<file path="src/rtl/an_cba_pkg.sv">
// Shared constants and helpers for the carry-bypass adder.
// NBLK is always derived here so every user sizes its carry vector the same way.
package an_cba_pkg;

    localparam int CBA_WIDTH = 8;
    localparam int CBA_BLOCK = 4;

    function automatic int cba_nblk(input int width, input int block);
        return width / block;
    endfunction

    function automatic bit cba_cfg_ok(input int width, input int block);
        return (block > 0) && (width >= block) && ((width % block) == 0);
    endfunction

endpackage

</file>
<file path="src/rtl/an_cba_cba_block.sv">
// One carry-bypass block: ripple adder plus block-propagate skip mux on the carry-out.
module cba_block #(
    parameter int BLOCK = 4
) (
    input  logic [BLOCK-1:0] a_blk,
    input  logic [BLOCK-1:0] b_blk,
    input  logic             cin,
    output logic [BLOCK-1:0] s_blk,
    output logic             cout
);

    logic [BLOCK-1:0] p;
    logic [BLOCK-1:0] g;
    logic [BLOCK:0]   c;
    logic             blk_p;

    assign p     = a_blk ^ b_blk;
    assign g     = a_blk & b_blk;
    assign blk_p = &p;

    always_comb begin
        c     = '0;
        s_blk = '0;
        c[0]  = cin;
        for (int i = 0; i < BLOCK; i++) begin
            s_blk[i] = p[i] ^ c[i];
            c[i+1]   = g[i] | (p[i] & c[i]);
        end
    end

    // Skip path: when every bit propagates, cin goes straight out without the ripple.
    assign cout = blk_p ? cin : c[BLOCK];

endmodule

</file>
<file path="src/rtl/an_cba.sv">
// Registered carry-skip adder: NBLK chained bypass blocks feeding an output register.
// carryout exposes every block's carry-out; the top bit is the final carry.
module an_cba
    import an_cba_pkg::*;
#(
    parameter int WIDTH = CBA_WIDTH,
    parameter int BLOCK = CBA_BLOCK
) (
    input  logic                                clk,
    input  logic                                rst_n,
    input  logic [WIDTH-1:0]                    a,
    input  logic [WIDTH-1:0]                    b,
    input  logic                                carryin,
    output logic [WIDTH-1:0]                    sum,
    output logic [cba_nblk(WIDTH, BLOCK)-1:0]   carryout
);

    localparam int NBLK = cba_nblk(WIDTH, BLOCK);

    if (!cba_cfg_ok(WIDTH, BLOCK)) begin : g_cfg_err
        $error("an_cba: WIDTH must be a non-zero multiple of BLOCK");
    end

    logic [WIDTH-1:0] sum_comb;
    logic [NBLK-1:0]  cvec;

    for (genvar i = 0; i < NBLK; i++) begin : g_blk
        logic             cin_b;
        logic             cout_b;
        logic [BLOCK-1:0] s_b;

        if (i == 0) begin : g_first
            assign cin_b = carryin;
        end else begin : g_next
            assign cin_b = g_blk[i-1].cout_b;
        end

        cba_block #(.BLOCK(BLOCK)) u_blk (
            .a_blk (a[i*BLOCK +: BLOCK]),
            .b_blk (b[i*BLOCK +: BLOCK]),
            .cin   (cin_b),
            .s_blk (s_b),
            .cout  (cout_b)
        );

        assign sum_comb[i*BLOCK +: BLOCK] = s_b;
        assign cvec[i]                    = cout_b;
    end

    always_ff @(posedge clk) begin
        if (!rst_n) begin
            sum      <= '0;
            carryout <= '0;
        end else begin
            sum      <= sum_comb;
            carryout <= cvec;
        end
    end

endmodule

</file>
<file path="config.mk">
export PLATFORM = sky130hd
export DESIGN_NAME = an_cba
export DESIGN_NICKNAME = d
export VERILOG_FILES = /design/src/rtl/an_cba_pkg.sv /design/src/rtl/an_cba_cba_block.sv /design/src/rtl/an_cba.sv
export SDC_FILE = /design/constraint.sdc
export NUM_CORES = 1
export LEC_CHECK = 0
export ABC_AREA = 1
export BUFFER_PORTS_ARGS = -buffer_cell sky130_fd_sc_hd__buf_2
export CAP_MARGIN = 40
export CORE_ASPECT_RATIO = 1.5
export CORE_MARGIN = 8
export CORE_UTILIZATION = 30
export CTS_CLUSTER_SIZE = 24
export DETAILED_ROUTE_END_ITERATION = 16
export PLACE_DENSITY = 0.55
export SLEW_MARGIN = 10
export SYNTH_ARGS = -nofsm -noshare
export SYNTH_HDL_FRONTEND = slang
export SYNTH_SLANG_ARGS = --single-unit
</file>
<file path="constraint.sdc">
create_clock -name clk -period 8.5 [get_ports clk]
set_input_delay 1.7 -clock clk [delete_from_list [all_inputs] [get_ports clk]]
set_output_delay 1.7 -clock clk [all_outputs]
set_load 0.01 [all_outputs]
</file>
# Word level (Yosys, flattened, before mapping)
# Index checks and enable logic that the tools add are counted.
dict set report word_totals {
  output_inout_bits 10
  in_bits 19
  regBits 10
  word_cells 34
}
dict set report classes {
  n_reduce_logical 2
  bitwise 28
  n_mux 2
}
# op n
set op_table {}
lappend op_table {{$and 1x1->1} 8}
lappend op_table {{$and 4x4->4} 2}
lappend op_table {{$or 1x1->1} 8}
lappend op_table {{$reduce_and 4->1} 2}
lappend op_table {{$xor 1x1->1} 8}
lappend op_table {{$xor 4x4->4} 2}
lappend op_table {{$mux 1} 2}

# Depth between registers and ports, before layout
# Gate-level depths: netlist (run 1).
dict set report depth {
  depth_word 19
  mapped_depth 20
  mapped_depth_nobuf 20
}

# Modules after synthesis
# Synthesis (run 1) repeated with hierarchy kept, for this count alone.
dict set report unflattened {
  hier_cells 79
  area_unflattened_um2 669.4
}
# module instances cells_per_inst area_per_inst_um2 seq_area_each_um2
set by_module_without_submodules {}
lappend by_module_without_submodules {cba_block 2 24 191.4 0.0}
lappend by_module_without_submodules {an_cba 1 31 286.5 200.2}

# Worst setup path before layout (run 1)
# OpenSTA, ideal clock, no wires.
dict set report synth_path {
  path_type {input port to flip-flop}
  startpoint {in a[0]}
  endpoint {reg sum[7]}
  required_ns 8.436
  arrival_ns 4.632
  path_buffers 0
  path_stages 16
  path_slack_ns 3.804
  setup_time_ns 0.064
  path_cell_list {inv_1 -> fa_1 -> inv_1 -> fa_1 -> fa_1 -> inv_1 -> fa_1 -> o21bai_1 -> and2_4 -> fa_1 -> inv_1 -> fa_1 -> fa_1 -> inv_1 -> fa_1 -> nor2_1}
}
dict set report synth_between {
  elab_chain_cells 17
  elab_cells_between_ends 19
  classes_between {1 x mux; 17 x bitwise; 1 x reduce/logical}
}
# item line_no
set synth_lines {}
lappend synth_lines {{from (decl)} an_cba.sv:11} ;# input logic [WIDTH-1:0] a,
lappend synth_lines {{$xor 4x4->4} an_cba_cba_block.sv:17} ;# assign p = a_blk ^ b_blk;
lappend synth_lines {{$and 1x1->1} an_cba_cba_block.sv:27} ;# c[i+1] = g[i] | (p[i] & c[i]);
lappend synth_lines {{$or 1x1->1} an_cba_cba_block.sv:27}
lappend synth_lines {{$and 1x1->1} an_cba_cba_block.sv:27}
lappend synth_lines {{$or 1x1->1} an_cba_cba_block.sv:27}
lappend synth_lines {{$and 1x1->1} an_cba_cba_block.sv:27}
lappend synth_lines {{$or 1x1->1} an_cba_cba_block.sv:27}
lappend synth_lines {{$and 1x1->1} an_cba_cba_block.sv:27}
lappend synth_lines {{$or 1x1->1} an_cba_cba_block.sv:27}
lappend synth_lines {{$mux 1 *} an_cba_cba_block.sv:32} ;# assign cout = blk_p ? cin : c[BLOCK];
lappend synth_lines {{$and 1x1->1 *} an_cba_cba_block.sv:27}
lappend synth_lines {{$or 1x1->1 *} an_cba_cba_block.sv:27}
lappend synth_lines {{$and 1x1->1 *} an_cba_cba_block.sv:27}
lappend synth_lines {{$or 1x1->1 *} an_cba_cba_block.sv:27}
lappend synth_lines {{$and 1x1->1 *} an_cba_cba_block.sv:27}
lappend synth_lines {{$or 1x1->1 *} an_cba_cba_block.sv:27}
lappend synth_lines {{$xor 1x1->1 *} an_cba_cba_block.sv:26} ;# s_blk[i] = p[i] ^ c[i];
lappend synth_lines {{to (signal assigned)} an_cba.sv:55} ;# sum <= sum_comb;
lappend synth_lines {{to (decl)} an_cba.sv:14} ;# output logic [WIDTH-1:0] sum,
# Mark *: on every way between the ends. The rest lies on a longest branch, timed or not.
# A chain may end at the register's enable or synchronous reset.

# Final worst setup path (run 1)
# Same ends and word-level chain as after synthesis.

==> results.toml, run 1 <==
[grt]
track_usage = 0.0713
grt_pass1_wl_um = 2030
grt_pass1_vias = 561
grt_antenna_before_repair = 0
overflow = 0
grt_max_degree = 7

[pwr]
p_total_uw = 129
p_leak_uw = 0.000506
powerDensity_nw_per_um2 = 155
ir_drop_mv = 0.0547

[placement]
gp_congestion = 0.740
dp_hpwl_um = 1090
port_buffers = 28

[run]
cap_violations = 0

[cts]
cts_buffers = 3
cts_max_path_buffers = 2
clock-sinks = 10
htreeDepth = 1
cts_resized = 0
cts_tree = "yes"
clk_pin_slew_ps = 60
root_buffer = "clkbuf_4"
hold_buffers = 0
cts_setup_buffers = 0

[setup_path]
startpoint_type = "primary input"
required_ps = 8700
cp-end-kind = "flip-flop"
worstSetupPathType = "in2reg"
critPathArrivalTime_ps = 4900
cp_max_fo = 2

[sta]
finalCritPeriodShare = 0.553
hold_violations = 0
layout_min_cycle_time_ps = 4700
finalSetupViolCount = 0
finalMaxSlewViolations = 0
clock.fmax_mhz = 213
rsz0062_at_grt = "no"
slew_headroom = 0.873
tightest_slew_ps = 190
tns_ps = 0
hold_ws_ps = 1690

[routing]
met3_length_um = 54
drc = 0
post_drt_wl_per_cell_um = 9.56
drtIter0Drc = 3
highest_layer = "met3"
ant_nets = 0
wl_um = 1170
vias_per_cell = 3.92
vias = 478
drt_first_pass_iters = 3
wl_met1_um = 443
wl_met2_um = 667

[synth]
synth-seq-cells = 10
synth.distinct_cells = 10
ys_seq_area_frac = 0.317
synth.avg_cell_area_um2 = 9.27
syn_inst = 68
syn-num-nets = 103
synth_area_um2 = 631
yosysWarningCount = 0

[floorplanning]
die-area_um2 = 3860
io_pins = 29
std_cell_rows = 20
initial_core_util = 0.315
die_h_um = 72.2
dieWidth_um = 53.4
coreArea_um2 = 2000

[layout]
nets = 136
area_delta_synth_final_pct = 32.3
utilization = 0.417
layout_common_cells = "buf_2, inv_1, nand2_1, dfxtp_1"
layout_commonest_cell = "buf_2"
num-fill-cells = 221
layout-drive-gt1-share = 0.340
num_antenna_cells = 0

[worst_hold_path]
worstHoldEndpoint = "sum[5]"
hold_class = "in2reg"
holdPathStages = 3
hold_start = "rst_n"

[run_status]
outcome = "complete, no violations"
-- cell type report --
cell class / instances / area [um2] / area share
clock buffer: 4 / 36.3 / 0.0435
timing repair buffer: 28 / 140 / 0.168
multi-input combinational: 38 / 355 / 0.426
sequential: 10 / 200 / 0.240
tap: 22 / 27.5 / 0.0330
inverter: 20 / 75.1 / 0.0900
-- registers in the layout (all words and copies together) (netlist names) --
register	flops
sum	8
carryout	2
-- power by group --
part	internal [uW]	switching [uW]	total (uW)
combinational	15.9	18.8	34.7
sequential	52.7	1.10	53.8
clock	25.9	14.6	40.6
total	94.5	34.6	129
-- worst max-delay path: stages --
cell and delay, ps:
buf_2 100, inv_1 70, fa_1 170, inv_1 50
fa_1 370, fa_1 370, inv_1 90, fa_1 150
o21bai_1 130, and2_4 190, fa_1 160, inv_1 50
fa_1 370, fa_1 360, inv_1 70, fa_1 400
nor2_1 100
-- how the worst max path moves through the flow --
stage | cells after the start | to | from | slack, ps
3_5_place_dp | 17 | sum[7] | a[0] | 3500
4_1_cts | 17 | sum[7] | a[0] | 3770
6_report | 17 | sum[7] | a[0] | 3800
5_1_grt | 17 | sum[7] | a[0] | 3580
2_1_floorplan | 16 | sum[7] | a[0] | 3800
3_3_place_gp | 17 | sum[7] | a[0] | 3560
-- per-stage QoR --
stage,setup WS (ps),instance area (um2),std cells
after floorplan,3800,631,68
after global placement,3560,798,118
after detailed placement,3500,798,118
after CTS,3770,835,122
after global routing,3580,835,122
final,3800,835,122
-- kinds of logic after synthesis --
kind of cell | count (synthesis) | share of synthesized area
DFF | 10 | 0.317
buffers and inverters | 20 | 0.119
adders and majority gates | 16 | 0.413
and+or+nand+nor | 21 | 0.139
AOI/OAI and AO/OA | 1 | 0.0119
-- routing by layer --
metal / global-route usage / up-vias
met4: 0.0761 / 0
met5: 0 / -
met2: 0.122 / 15
met3: 0.0164 / 0
li1: - / 251
met1: 0.0605 / 212
-- cells in the mapped netlist --
| library cell | n | area share |
|---|---|---|
| and2_4 | 1 | 0.014 |
| dfxtp_1 | 10 | 0.32 |
| fa_1 | 8 | 0.25 |
| ha_1 | 8 | 0.16 |
| inv_1 | 20 | 0.12 |
| nand2_1 | 10 | 0.060 |
| nand3_1 | 1 | 0.0079 |
| nor2_1 | 8 | 0.048 |
| nor2_2 | 1 | 0.0099 |
| o21bai_1 | 1 | 0.012 |
(Power assumes the default switching activity.)
==> run 2: changes to the inputs <==
- ABC_AREA: 1 -> 0
- PLACE_DENSITY: 0.55 -> 0.58
- clock period: 8.5 -> 4.1 ns (I/O delays scaled with it)
==> results.toml, run 2 <==
[run_status]
outcome = "complete, no violations"

[setup_path]
critical_path.max_stage_delay_ps = 410
crit_chain = "buf_2 -> inv_1 -> fa_1 -> inv_1 -> fa_1 -> fa_1 -> inv_1 -> fa_1 -> mux2i_1 -> inv_1 -> fa_1 -> inv_1 -> fa_1 -> fa_1 -> inv_1 -> fa_1 -> nand2_1 -> o211a_1"
required_ps = 4300
critPathSlowestCell = "fa_1"
critPathArrivalTime_ps = 3970
cp_max_fo = 3
startpoint_type = "primary input"
worstSetupPathType = "in2reg"
cp_common_cell = "fa_1"
cp-end-kind = "flip-flop"
cp_num_buf_inv = 7
cp_top_family = "adder cells"

[run]
cap_violations = 0

[routing]
wl_um = 1160
vias_per_cell = 4.22
post_drt_wl_per_cell_um = 10.8
drt_first_pass_iters = 3
vias = 452
drc = 0
ant_nets = 0
drtIter0Drc = 4

[pwr]
ir_drop_mv = 0.0646
p_sw_frac = 0.273
cellInternalPower_uw = 174
p_leak_uw = 0.000457
powerDensity_nw_per_um2 = 301
seq_power_share = 0.464
comb_power_share = 0.275
p_switching_uw = 65.6
pwr-share-clk = 0.261
p_total_uw = 240

[cts]
htreeDepth = 1
clock-sinks = 10
hold_buffers = 0
cts_setup_buffers = 0
cts_resized = 0
cts_tree = "yes"
cts_max_path_buffers = 2
cts_buffers = 3
clk_pin_slew_ps = 60
root_buffer = "clkbuf_4"

[floorplanning]
dieWidth_um = 52.7
std_cell_rows = 20
die-area_um2 = 3750
initial_core_util = 0.307
io_pins = 29
die_h_um = 71.1
coreArea_um2 = 1980

[sta]
tightest_slew_ps = 289
hold_violations = 0
finalSetupViolCount = 0
slew_headroom = 0.802
layout_min_cycle_time_ps = 3770
finalCritPeriodShare = 0.920
clock.fmax_mhz = 265
tns_ps = 0
rsz0062_at_grt = "no"
finalMaxSlewViolations = 0

[grt]
grt_pass1_vias = 508
track_usage = 0.0684
grt_pass1_wl_um = 1990
overflow = 0
top_usage_layer = "met2"
grt_antenna_before_repair = 0
gr-usage-met1 = 0.0550
grt_max_degree = 11
grt_use_met3 = 0.0210
met2_usage = 0.130

[placement]
gp_congestion = 0.752
dp_hpwl_um = 1080
port_buffers = 28

[synth]
synth_area_leaders = "dfxtp_1, fa_1, ha_1, inv_1, and2_1"
yosysTopAreaCell = "dfxtp_1"
async_flop_share = 0
synth-seq-cells = 10
yosysWarningCount = 0
yosysMostFrequentCell = "inv_1"
synth.distinct_cells = 11
synth.avg_cell_area_um2 = 11.2
synth_top_flop_cell = "dfxtp_1"
synth_area_um2 = 607
synth-edff-count = 0
syn_inst = 54
synthTopCellsByCount = "inv_1, dfxtp_1, fa_1, ha_1"
ys_seq_area_frac = 0.330
syn-num-nets = 89
synth_top_area_frac = 0.330

[worst_hold_path]
hold_start = "rst_n"
hold_class = "in2reg"
worstHoldEndpoint = "sum[1]"
holdPathStages = 2

[layout]
num_antenna_cells = 0
largest_reg_flops = 8
reg.largest.list = "sum (8), carryout (2)"
layout_commonest_cell = "buf_2"
area_delta_synth_final_pct = 31.3
largest_register = "sum"
layout_common_cells = "buf_2, inv_1, dfxtp_1"
layout-drive-gt1-share = 0.376
nets = 122
[run 2: cell types whose count changed in the layout (fill, tap and decap cells not counted), sizes merged, moves of 2 or more]
cell | before | now
nand2 | 10 | 1
nor2 | 9 | 0
inv | 20 | 14
and2 | 1 | 5
nor2b | 0 | 4
nand4 | 0 | 2
[run 2: final cells by class]
cell class / instances / area, um2
fill: 206 / 1180
timing repair buffer: 28 / 140
multi-input combinational: 30 / 354
sequential: 10 / 200
inverter: 14 / 52.6
tap: 22 / 27.5
clock buffer: 3 / 22.5
[run 2: logic make-up after synthesis]
group,synth area share
fa+ha+maj,0.429
buf+inv,0.0866
simple gates,0.122
flops,0.330
compound gates,0.0165
mux,0.0165
[run 2: per-layer routing]
metal	routed length, um	vias up
li1	-	218
met1	344	215
met2	682	15
met3	109	4
met4	21	0
met5	0	-
[run 2: power by group through the flow]
stage,clock (uW),combinational (uW),sequential (uW)
2_1_floorplan,0,27.9,121
3_3_place_gp,0,65.6,113
3_5_place_dp,0,67.9,114
4_1_cts,65.2,68.1,112
5_1_grt,69.0,77.0,113
6_report,62.5,66.0,111
[run 2: worst max path at each step]
stage          slack (ps)  from  cells after the start           to
2_1_floorplan         400  a[0]                     16       sum[7]
3_3_place_gp           80  a[0]                     17       sum[7]
3_5_place_dp           70  a[0]                     17       sum[7]
4_1_cts               320  a[0]                     18  carryout[1]
5_1_grt               100  a[0]                     18  carryout[1]
6_report              330  a[0]                     18  carryout[1]
[run 2: through the flow]
step | instances | setup slack (ps) | utilization | hold WS, ps | cell area [um2]
CTS | 107 | 321 | 0.403 | 866 | 797
global route | 107 | 102 | 0.403 | 888 | 797
global placement | 104 | 81.1 | 0.392 | 1140 | 774
floorplan | 54 | 399 | - | 942 | 607
detailed placement | 104 | 65.1 | 0.392 | 1140 | 774
finish | 107 | 329 | 0.403 | 874 | 797
==> run 3: changes to the inputs <==
- PLACE_DENSITY: 0.58 -> 0.68
==> results.toml, run 3 (synthesized netlist as in run 2, its figures left out) <==
[grt]
overflow = 0
track_usage = 0.0742
grt_antenna_before_repair = 0
grt_pass1_wl_um = 2070
met2_usage = 0.123
grt_pass1_vias = 528
top_usage_layer = "met2"
grt_max_degree = 11
grt_use_met3 = 0.0168
gr-usage-met1 = 0.0626

[layout]
num_antenna_cells = 0
num-fill-cells = 203
largest_reg_flops = 8
layout_commonest_cell = "buf_2"
layout_common_cells = "buf_2, inv_1, dfxtp_1"
nets = 122
reg.largest.list = "sum (8), carryout (2)"
layout-drive-gt1-share = 0.376
area_delta_synth_final_pct = 31.3
largest_register = "sum"

[routing]
drt_first_pass_iters = 4
ant_nets = 0
vias = 452
drc = 0
wl_um = 1200
post_drt_wl_per_cell_um = 11.2
drtIter0Drc = 9
vias_per_cell = 4.22

[sta]
finalCritPeriodShare = 0.920
finalMaxSlewViolations = 0
hold_violations = 0
slew_headroom = 0.836
finalSetupViolCount = 0
layout_min_cycle_time_ps = 3770
clock.fmax_mhz = 265
tns_ps = 0
rsz0062_at_grt = "no"
tightest_slew_ps = 239

[setup_path]
required_ps = 4280
cp_num_buf_inv = 7
critPathArrivalTime_ps = 3950
cp_common_cell = "fa_1"
cp-end-kind = "flip-flop"
crit_start = "a[0]"
critical_path.max_stage_delay_ps = 400
cp_num_cells = 17
crit_chain = "buf_2 -> inv_1 -> fa_1 -> inv_1 -> fa_1 -> fa_1 -> inv_1 -> fa_1 -> mux2i_1 -> inv_1 -> fa_1 -> inv_1 -> fa_1 -> fa_1 -> inv_1 -> fa_1 -> nor2b_1"
worstSetupPathType = "in2reg"
cp_max_fo = 3
startpoint_type = "primary input"
cp_top_family = "adder cells"
critPathSlowestCell = "fa_1"

[cts]
cts_resized = 0
htreeDepth = 1
hold_buffers = 0
cts_setup_buffers = 0
cts_tree = "yes"
cts_max_path_buffers = 2
clk_pin_slew_ps = 60
clock-sinks = 10
cts_buffers = 3
root_buffer = "clkbuf_4"

[floorplanning]
coreArea_um2 = 1980
std_cell_rows = 20
initial_core_util = 0.307
die_h_um = 71.1
io_pins = 29
die-area_um2 = 3750
dieWidth_um = 52.7

[placement]
port_buffers = 28
dp_hpwl_um = 1080
gp_congestion = 0.695

[run]
cap_violations = 0

[worst_hold_path]
hold_start = "rst_n"
hold_class = "in2reg"
holdPathStages = 2

[pwr]
p_leak_uw = 0.000457
p_switching_uw = 62.8
pwr-share-clk = 0.253
p_total_uw = 236
p_sw_frac = 0.265
ir_drop_mv = 0.0768
seq_power_share = 0.471
cellInternalPower_uw = 174
powerDensity_nw_per_um2 = 297
comb_power_share = 0.276

[run_status]
outcome = "complete, no violations"
-- run 3: cell counts in the layout (fill, tap and decap cells not counted) --
Identical to the previous run, type by type.
-- run 3: area by class of cell --
cell class / count / area (um2) / area share
Multi-Input combinational cell: 30 / 354 / 0.444
Clock buffer: 3 / 22.5 / 0.0283
Inverter: 14 / 52.6 / 0.0659
Sequential cell: 10 / 200 / 0.251
Timing Repair Buffer: 28 / 140 / 0.176
Tap cell: 22 / 27.5 / 0.0345
-- run 3: stage by stage --
step / cells / utilization / setup WS [ps] / hold WS (ps) / cell area [um2]
global route: 107 / 0.403 / 91.2 / 902 / 797
finish: 107 / 0.403 / 327 / 882 / 797
detailed placement: 104 / 0.392 / 49.8 / 1140 / 774
CTS: 107 / 0.403 / 314 / 873 / 797
global placement: 104 / 0.392 / 93.2 / 1140 / 774
floorplan: 54 / - / 399 / 942 / 607
-- run 3: path summary, 6_finish.rpt --
path	endpoint
worst max-delay path	sum[7]
worst min-delay path	carryout[1]
-- run 3: power by group through the flow --
stage               registers, uW  clock network [uW]  logic (uW)
floorplan                     121                   0        27.9
global placement              113                   0        64.4
detailed placement            114                   0        67.0
CTS                           112                63.8        67.4
global route                  113                66.4        76.3
finish                        111                59.9        65.2
-- run 3: layer usage --
metal  part of all wire  up-vias  routed length [um]
li1                   -      218                   -
met1               0.28      216                 338
met2               0.59       14                 709
met3              0.078        4                  94
met4              0.046        0                  55
met5                  0        -                   0
